==> config.mk <==
export PLATFORM = sky130hd
export DESIGN_NAME = serial_rx
export DESIGN_NICKNAME = d
export VERILOG_FILES = /design/src/rtl/serial_pkg.sv /design/src/rtl/sipo_shift.sv /design/src/rtl/serial_rx.sv
export SDC_FILE = /design/constraint.sdc
export NUM_CORES = 1
export LEC_CHECK = 0
export BUFFER_PORTS_ARGS = -buffer_cell sky130_fd_sc_hd__buf_2
export CELL_PAD_IN_SITES_DETAIL_PLACEMENT = 0
export CELL_PAD_IN_SITES_GLOBAL_PLACEMENT = 1
export CORE_UTILIZATION = 35
export DETAILED_ROUTE_END_ITERATION = 12
export PLACE_DENSITY = 0.71
export SETUP_SLACK_MARGIN = 0.15
export SLEW_MARGIN = 25
export SYNTH_ARGS = -nofsm -noshare
export SYNTH_HDL_FRONTEND = slang
export SYNTH_HIERARCHICAL = 1
export SYNTH_SLANG_ARGS = --single-unit
==> constraint.sdc <==
create_clock -name clk -period 1.52 [get_ports clk]
set_clock_uncertainty 0.2 [all_clocks]
set_input_delay 0.38 -clock clk [delete_from_list [all_inputs] [get_ports clk]]
set_output_delay 0.38 -clock clk [all_outputs]
set_load 0.02 [all_outputs]
==> src/rtl/serial_pkg.sv <==
// Shared serial-link definitions: receiver/transmitter state encodings and parity modes.
package serial_pkg;

  typedef enum logic [2:0] {
    IDLE  = 3'd0,
    DATA  = 3'd1,
    PAR   = 3'd2,
    STOP  = 3'd3,
    BREAK = 3'd4
  } state_e;

  localparam int PAR_NONE = 0;
  localparam int PAR_EVEN = 1;
  localparam int PAR_ODD  = 2;

  // acc is the XOR of all data bits and the parity bit.
  function automatic logic parity_error(input int mode, input logic acc);
    if (mode == PAR_EVEN)     return acc;
    else if (mode == PAR_ODD) return ~acc;
    else                      return 1'b0;
  endfunction

endpackage

==> src/rtl/sipo_shift.sv <==
// Serial-in parallel-out shift register; new bits enter at the MSB so an
// LSB-first stream lands in natural bit order after W shifts.
module sipo_shift #(
  parameter int W = 8
) (
  input  logic         clk,
  input  logic         clear,
  input  logic         shift_en,
  input  logic         din,
  output logic [W-1:0] q
);

  logic [W-1:0] sh_q;

  always_ff @(posedge clk) begin
    if (clear)         sh_q <= '0;
    else if (shift_en) sh_q <= {din, sh_q[W-1:1]};
  end

  assign q = sh_q;

endmodule

==> src/rtl/serial_rx.sv <==
// Framed serial receiver: start bit, LSB-first data, optional parity, one stop bit.
// The line is sampled only on bit_en ticks; valid is a one-clock registered pulse.
module serial_rx
  import serial_pkg::*;
#(
  parameter int DATA_BITS = 8,
  parameter int PARITY    = 0
) (
  input  logic                 clk,
  input  logic                 clear,
  input  logic                 bit_en,
  input  logic                 rxd,
  output logic [DATA_BITS-1:0] data,
  output logic                 valid,
  output logic                 parity_err,
  output logic                 frame_err,
  output logic                 busy
);

  localparam int CNT_W = $clog2(DATA_BITS + 1);
  localparam logic [CNT_W-1:0] LAST = CNT_W'(DATA_BITS - 1);

  state_e               state_q, state_d;
  logic [CNT_W-1:0]     cnt_q, cnt_d;
  logic                 acc_q, acc_d;
  logic [DATA_BITS-1:0] data_q, data_d;
  logic                 valid_q, valid_d;
  logic                 perr_q, perr_d;
  logic                 ferr_q, ferr_d;
  logic                 shift_en;
  logic [DATA_BITS-1:0] shreg;

  sipo_shift #(.W(DATA_BITS)) u_shift (
    .clk      (clk),
    .clear    (clear),
    .shift_en (shift_en),
    .din      (rxd),
    .q        (shreg)
  );

  always_ff @(posedge clk) begin
    if (clear) state_q <= IDLE;
    else       state_q <= state_d;
  end

  always_comb begin
    state_d = state_q;
    if (bit_en) begin
      case (state_q)
        IDLE:    if (!rxd) state_d = DATA;
        DATA:    if (cnt_q == LAST) state_d = (PARITY != PAR_NONE) ? PAR : STOP;
        PAR:     state_d = STOP;
        STOP:    state_d = rxd ? IDLE : BREAK;
        BREAK:   if (rxd) state_d = IDLE;
        default: state_d = IDLE;
      endcase
    end
  end

  // valid defaults low so it drops the cycle after STOP regardless of tick spacing.
  always_comb begin
    cnt_d    = cnt_q;
    acc_d    = acc_q;
    data_d   = data_q;
    perr_d   = perr_q;
    ferr_d   = ferr_q;
    valid_d  = 1'b0;
    shift_en = 1'b0;
    busy     = (state_q != IDLE);
    if (bit_en) begin
      case (state_q)
        IDLE: if (!rxd) begin
          cnt_d = '0;
          acc_d = 1'b0;
        end
        DATA: begin
          shift_en = 1'b1;
          cnt_d    = cnt_q + CNT_W'(1);
          acc_d    = acc_q ^ rxd;
        end
        PAR:  acc_d = acc_q ^ rxd;
        STOP: begin
          data_d  = shreg;
          perr_d  = parity_error(PARITY, acc_q);
          ferr_d  = ~rxd;
          valid_d = 1'b1;
        end
        default: ;
      endcase
    end
  end

  always_ff @(posedge clk) begin
    if (clear) begin
      cnt_q   <= '0;
      acc_q   <= 1'b0;
      data_q  <= '0;
      valid_q <= 1'b0;
      perr_q  <= 1'b0;
      ferr_q  <= 1'b0;
    end else begin
      cnt_q   <= cnt_d;
      acc_q   <= acc_d;
      data_q  <= data_d;
      valid_q <= valid_d;
      perr_q  <= perr_d;
      ferr_q  <= ferr_d;
    end
  end

  assign data       = data_q;
  assign valid      = valid_q;
  assign parity_err = perr_q;
  assign frame_err  = ferr_q;

endmodule
==> flow_metrics.env <==
export IMPL_critical_path_max_fanout=2
export IMPL_worst_setup_hold_path_clk_slew_ns=0.13
export IMPL_grt_first_pass_wirelength_um=3277
export IMPL_async_reset_ff_share_pct=0
export IMPL_synth_fp_nets=116
export IMPL_chipHeight_um=56.05
export IMPL_outcome="finished, violations left"
export IMPL_floorplan_rows=19
export IMPL_crit_start_category="flop"
export IMPL_worstSetupStartpoint="state_q[1]$_SDFFE_PP0P_"
export IMPL_tritonroute_pass_1_iters=4
export IMPL_power_total_w=0.001048
export IMPL_horizontal_die_dimension_um=56.05
export IMPL_core_um2=2758
export IMPL_synth_largest_type_area_fraction_pct=48.96
export IMPL_totalWireLength_um=2182
export IMPL_share_of_the_clock_period_used_by_the_worst_path_pct=114.9
export IMPL_ctsRootBufferMaster="sky130_fd_sc_hd__clkbuf_4"
export IMPL_min_period_ns=1.746
export IMPL_hold_violations=0
export IMPL_fin_tns_setup_ns=-2.769
export IMPL_holdCritStartpoint="clear"
export IMPL_path_class="flop to primary output"
export IMPL_hpwl_detailed_um=1321
export IMPL_drtIter0Drc=24
export IMPL_place_port_buffers=14
export IMPL_netlist_instances=111
export IMPL_worst_r2r_cell_count=8
export IMPL_grt_max_degree=23
export IMPL_rsz0062_at_grt="true"
export IMPL_total_leakage_power_nw=0.6457
export IMPL_post_route_drc_count=0
export IMPL_floorplan_die_area_um2=3141
export IMPL_cap_violations=0
export IMPL_power_density_nw_per_um2=704.3
export IMPL_synth_top_cell_by_area="sky130_fd_sc_hd__dfxtp_1"
export IMPL_grt_antenna_before_repair=0
export IMPL_timing_hold_worst_path_depth=2
export IMPL_syn_avg_cell_area_um2=9.209
export IMPL_routedWlPerCell_um=12.99
export IMPL_synth_enable_flop_cells=0
export IMPL_yosys_most_used_dff="sky130_fd_sc_hd__dfxtp_1"
export IMPL_first_global_vias=780
export IMPL_drtAntennaViolNets=0
export IMPL_worst_ep_arrival_time_ns=1.17
export IMPL_yosys_warnings=6
export IMPL_power_ir_vdd_worst_uv=715.6
export IMPL_total_of_flip_flops_plus_latches_after_synthesis=25
export IMPL_final_critical_path_setup_slack_ns=-0.2264
export IMPL_regToRegStartpoint="state_q[1]$_SDFFE_PP0P_"
export IMPL_post_route_cells_drive_above_1_share_pct=57.66
export IMPL_clkSinkCount=25
export IMPL_timing_hold_worst_class="input pin to flop"
export IMPL_critical_path_required_ns=0.94
export IMPL_fmaxAchievable_ghz=0.5726
export IMPL_top_post_synthesis_cells_by_count="sky130_fd_sc_hd__dfxtp_1 (25), sky130_fd_sc_hd__nand2_1 (18), sky130_fd_sc_hd__nor2_1 (12), sky130_fd_sc_hd__a21oi_1 (10), sky130_fd_sc_hd__mux2i_1 (8)"
export IMPL_cts_htree_levels=1
export IMPL_timing_final_setup_violations=24
export IMPL_start_util_pct=37.07
export IMPL_report_final_slew_viol_count=0
export IMPL_synth_seq_area_share_pct=48.96
export IMPL_routability_driven_placement_congestion_ratio=0.7660
export IMPL_cts_tree="yes"
export IMPL_route_vias_total=871
export IMPL_failing_checks="negative setup slack"
export IMPL_drt_vias_per_instance=5.185
export IMPL_final_core_util_pct=53.95
export IMPL_clk_insertion_delay_late_ns=0.31
export IMPL_design_portCount=16
export IMPL_area_growth_pct=45.53
export IMPL_top_count_cell_post_synth="sky130_fd_sc_hd__dfxtp_1"
export IMPL_max_clock_path_buffers=2
export IMPL_synthDistinctLibCells=32
export IMPL_ys_top_cells_by_area="sky130_fd_sc_hd__dfxtp_1 (49%), sky130_fd_sc_hd__mux2i_1 (7.8%), sky130_fd_sc_hd__nand2_1 (6.6%)"
export IMPL_number_of_nets_in_the_layout=143
export IMPL_antenna_diode_count=0
export IMPL_critical_path_endpoint_category="primary output"
export IMPL_gr_total_overflow=0
export IMPL_numCtsBuffers=3
export IMPL_netlist_area_um2=1022
export IMPL_grtUsageTotal_pct=12.95
-- worst paths after layout --
kind	slack [ns]	to
max	-0.23	busy
min	0.11	state_q[0]$_SDFFE_PP0P_
max reg2reg	-0.15	data[2]$_SDFFE_PP0P_
min reg2reg	0.27	data[6]$_SDFFE_PP0P_
-- stage by stage --
stage | instance area, um^2 | setup WS, ns | cells | hold slack [ns]
finish | 1488 | -0.2264 | 168 | 0.1068
global route | 1488 | -0.2648 | 168 | 0.1069
CTS | 1300 | -0.2426 | 163 | 0.07562
detailed placement | 1140 | -0.05334 | 155 | 0.2472
global placement | 1140 | -0.04342 | 155 | 0.2411
floorplan | 1041 | 0.06822 | 111 | 0.2312
-- worst max-delay path, cell delays in order, from the launching register on --
cell                      delay [ns]
sky130_fd_sc_hd__dfxtp_4        0.37
sky130_fd_sc_hd__or3_4          0.36
sky130_fd_sc_hd__buf_6          0.14
-- flip-flops by register name (all words and copies together) (netlist names) --
signal     flops
data           8
u_shift/q      8
cnt_q          4
state_q        3
frame_err      1
valid          1
-- cell families (layout without fill, tap and decap cells) --
| kind of cell | after synthesis | in the layout | share of synthesized area [%] |
|---|---|---|---|
| compound gates | 23 | 23 | 15.42 |
| fa+ha+maj | 1 | 1 | 1.224 |
| buf+inv | 12 | 38 | 6.976 |
| flops | 25 | 25 | 48.96 |
| mux | 8 | 8 | 7.834 |
| other cells | 1 | 1 | 0.3668 |
| simple gates | 41 | 41 | 19.22 |
-- where the power goes --
group          total (W)  internal, W  leakage [nW]  switching, W
registers       0.000663     0.000658         0.208    0.00000460
logic          0.0000939    0.0000404         0.423     0.0000535
clock network   0.000291     0.000102        0.0150      0.000189
total            0.00105     0.000801         0.646      0.000247
-- per-layer routing --
metal | part of all wire, % | global-route usage [%]
met1 | 47 | 16.31
met2 | 49 | 21.26
met3 | 3.0 | 4.419
met4 | 1.5 | 3.136
met5 | 0 | 0
-- repair_timing --
| item | in CTS | in global routing |
|---|---|---|
| pin swaps | 7 | 15 |
| resized for setup | 41 | 38 |
| buffers inserted | 4 | 5 |
| endpoints found under the setup margin | 33 | 35 |
| hold buffers | 0 | 0 |
| hold endpoints to repair | 0 | 0 |
-- layout make-up --
class / count / area [um^2]
Sequential cell: 25 / 518.0
Tap cell: 31 / 38.79
Fill cell: 243 / 1270
Clock buffer: 4 / 26.28
Timing Repair Buffer: 32 / 305.3
Multi-Input combinational cell: 74 / 591.8
Inverter: 2 / 7.507
-- cell usage in the layout, fill, tap and decap left out, types with 2 or more instances in the layout --
master / netlist / final
sky130_fd_sc_hd__a21oi_2: 0 / 8
sky130_fd_sc_hd__nand2_2: 0 / 3
sky130_fd_sc_hd__a311oi_2: 1 / 2
sky130_fd_sc_hd__buf_2: 3 / 3
sky130_fd_sc_hd__dfxtp_1: 25 / 13
sky130_fd_sc_hd__nand4b_1: 2 / 2
sky130_fd_sc_hd__a21oi_1: 10 / 2
sky130_fd_sc_hd__a211oi_2: 0 / 2
sky130_fd_sc_hd__nand2_1: 18 / 9
sky130_fd_sc_hd__mux2i_1: 8 / 8
sky130_fd_sc_hd__clkbuf_4: 0 / 3
sky130_fd_sc_hd__o31ai_2: 0 / 2
sky130_fd_sc_hd__buf_4: 2 / 12
sky130_fd_sc_hd__inv_1: 2 / 2
sky130_fd_sc_hd__nand2_4: 0 / 6
sky130_fd_sc_hd__dfxtp_2: 0 / 11
sky130_fd_sc_hd__nor2_1: 12 / 11
sky130_fd_sc_hd__buf_6: 2 / 16
No activity file was read; power rests on OpenSTA's default activity.
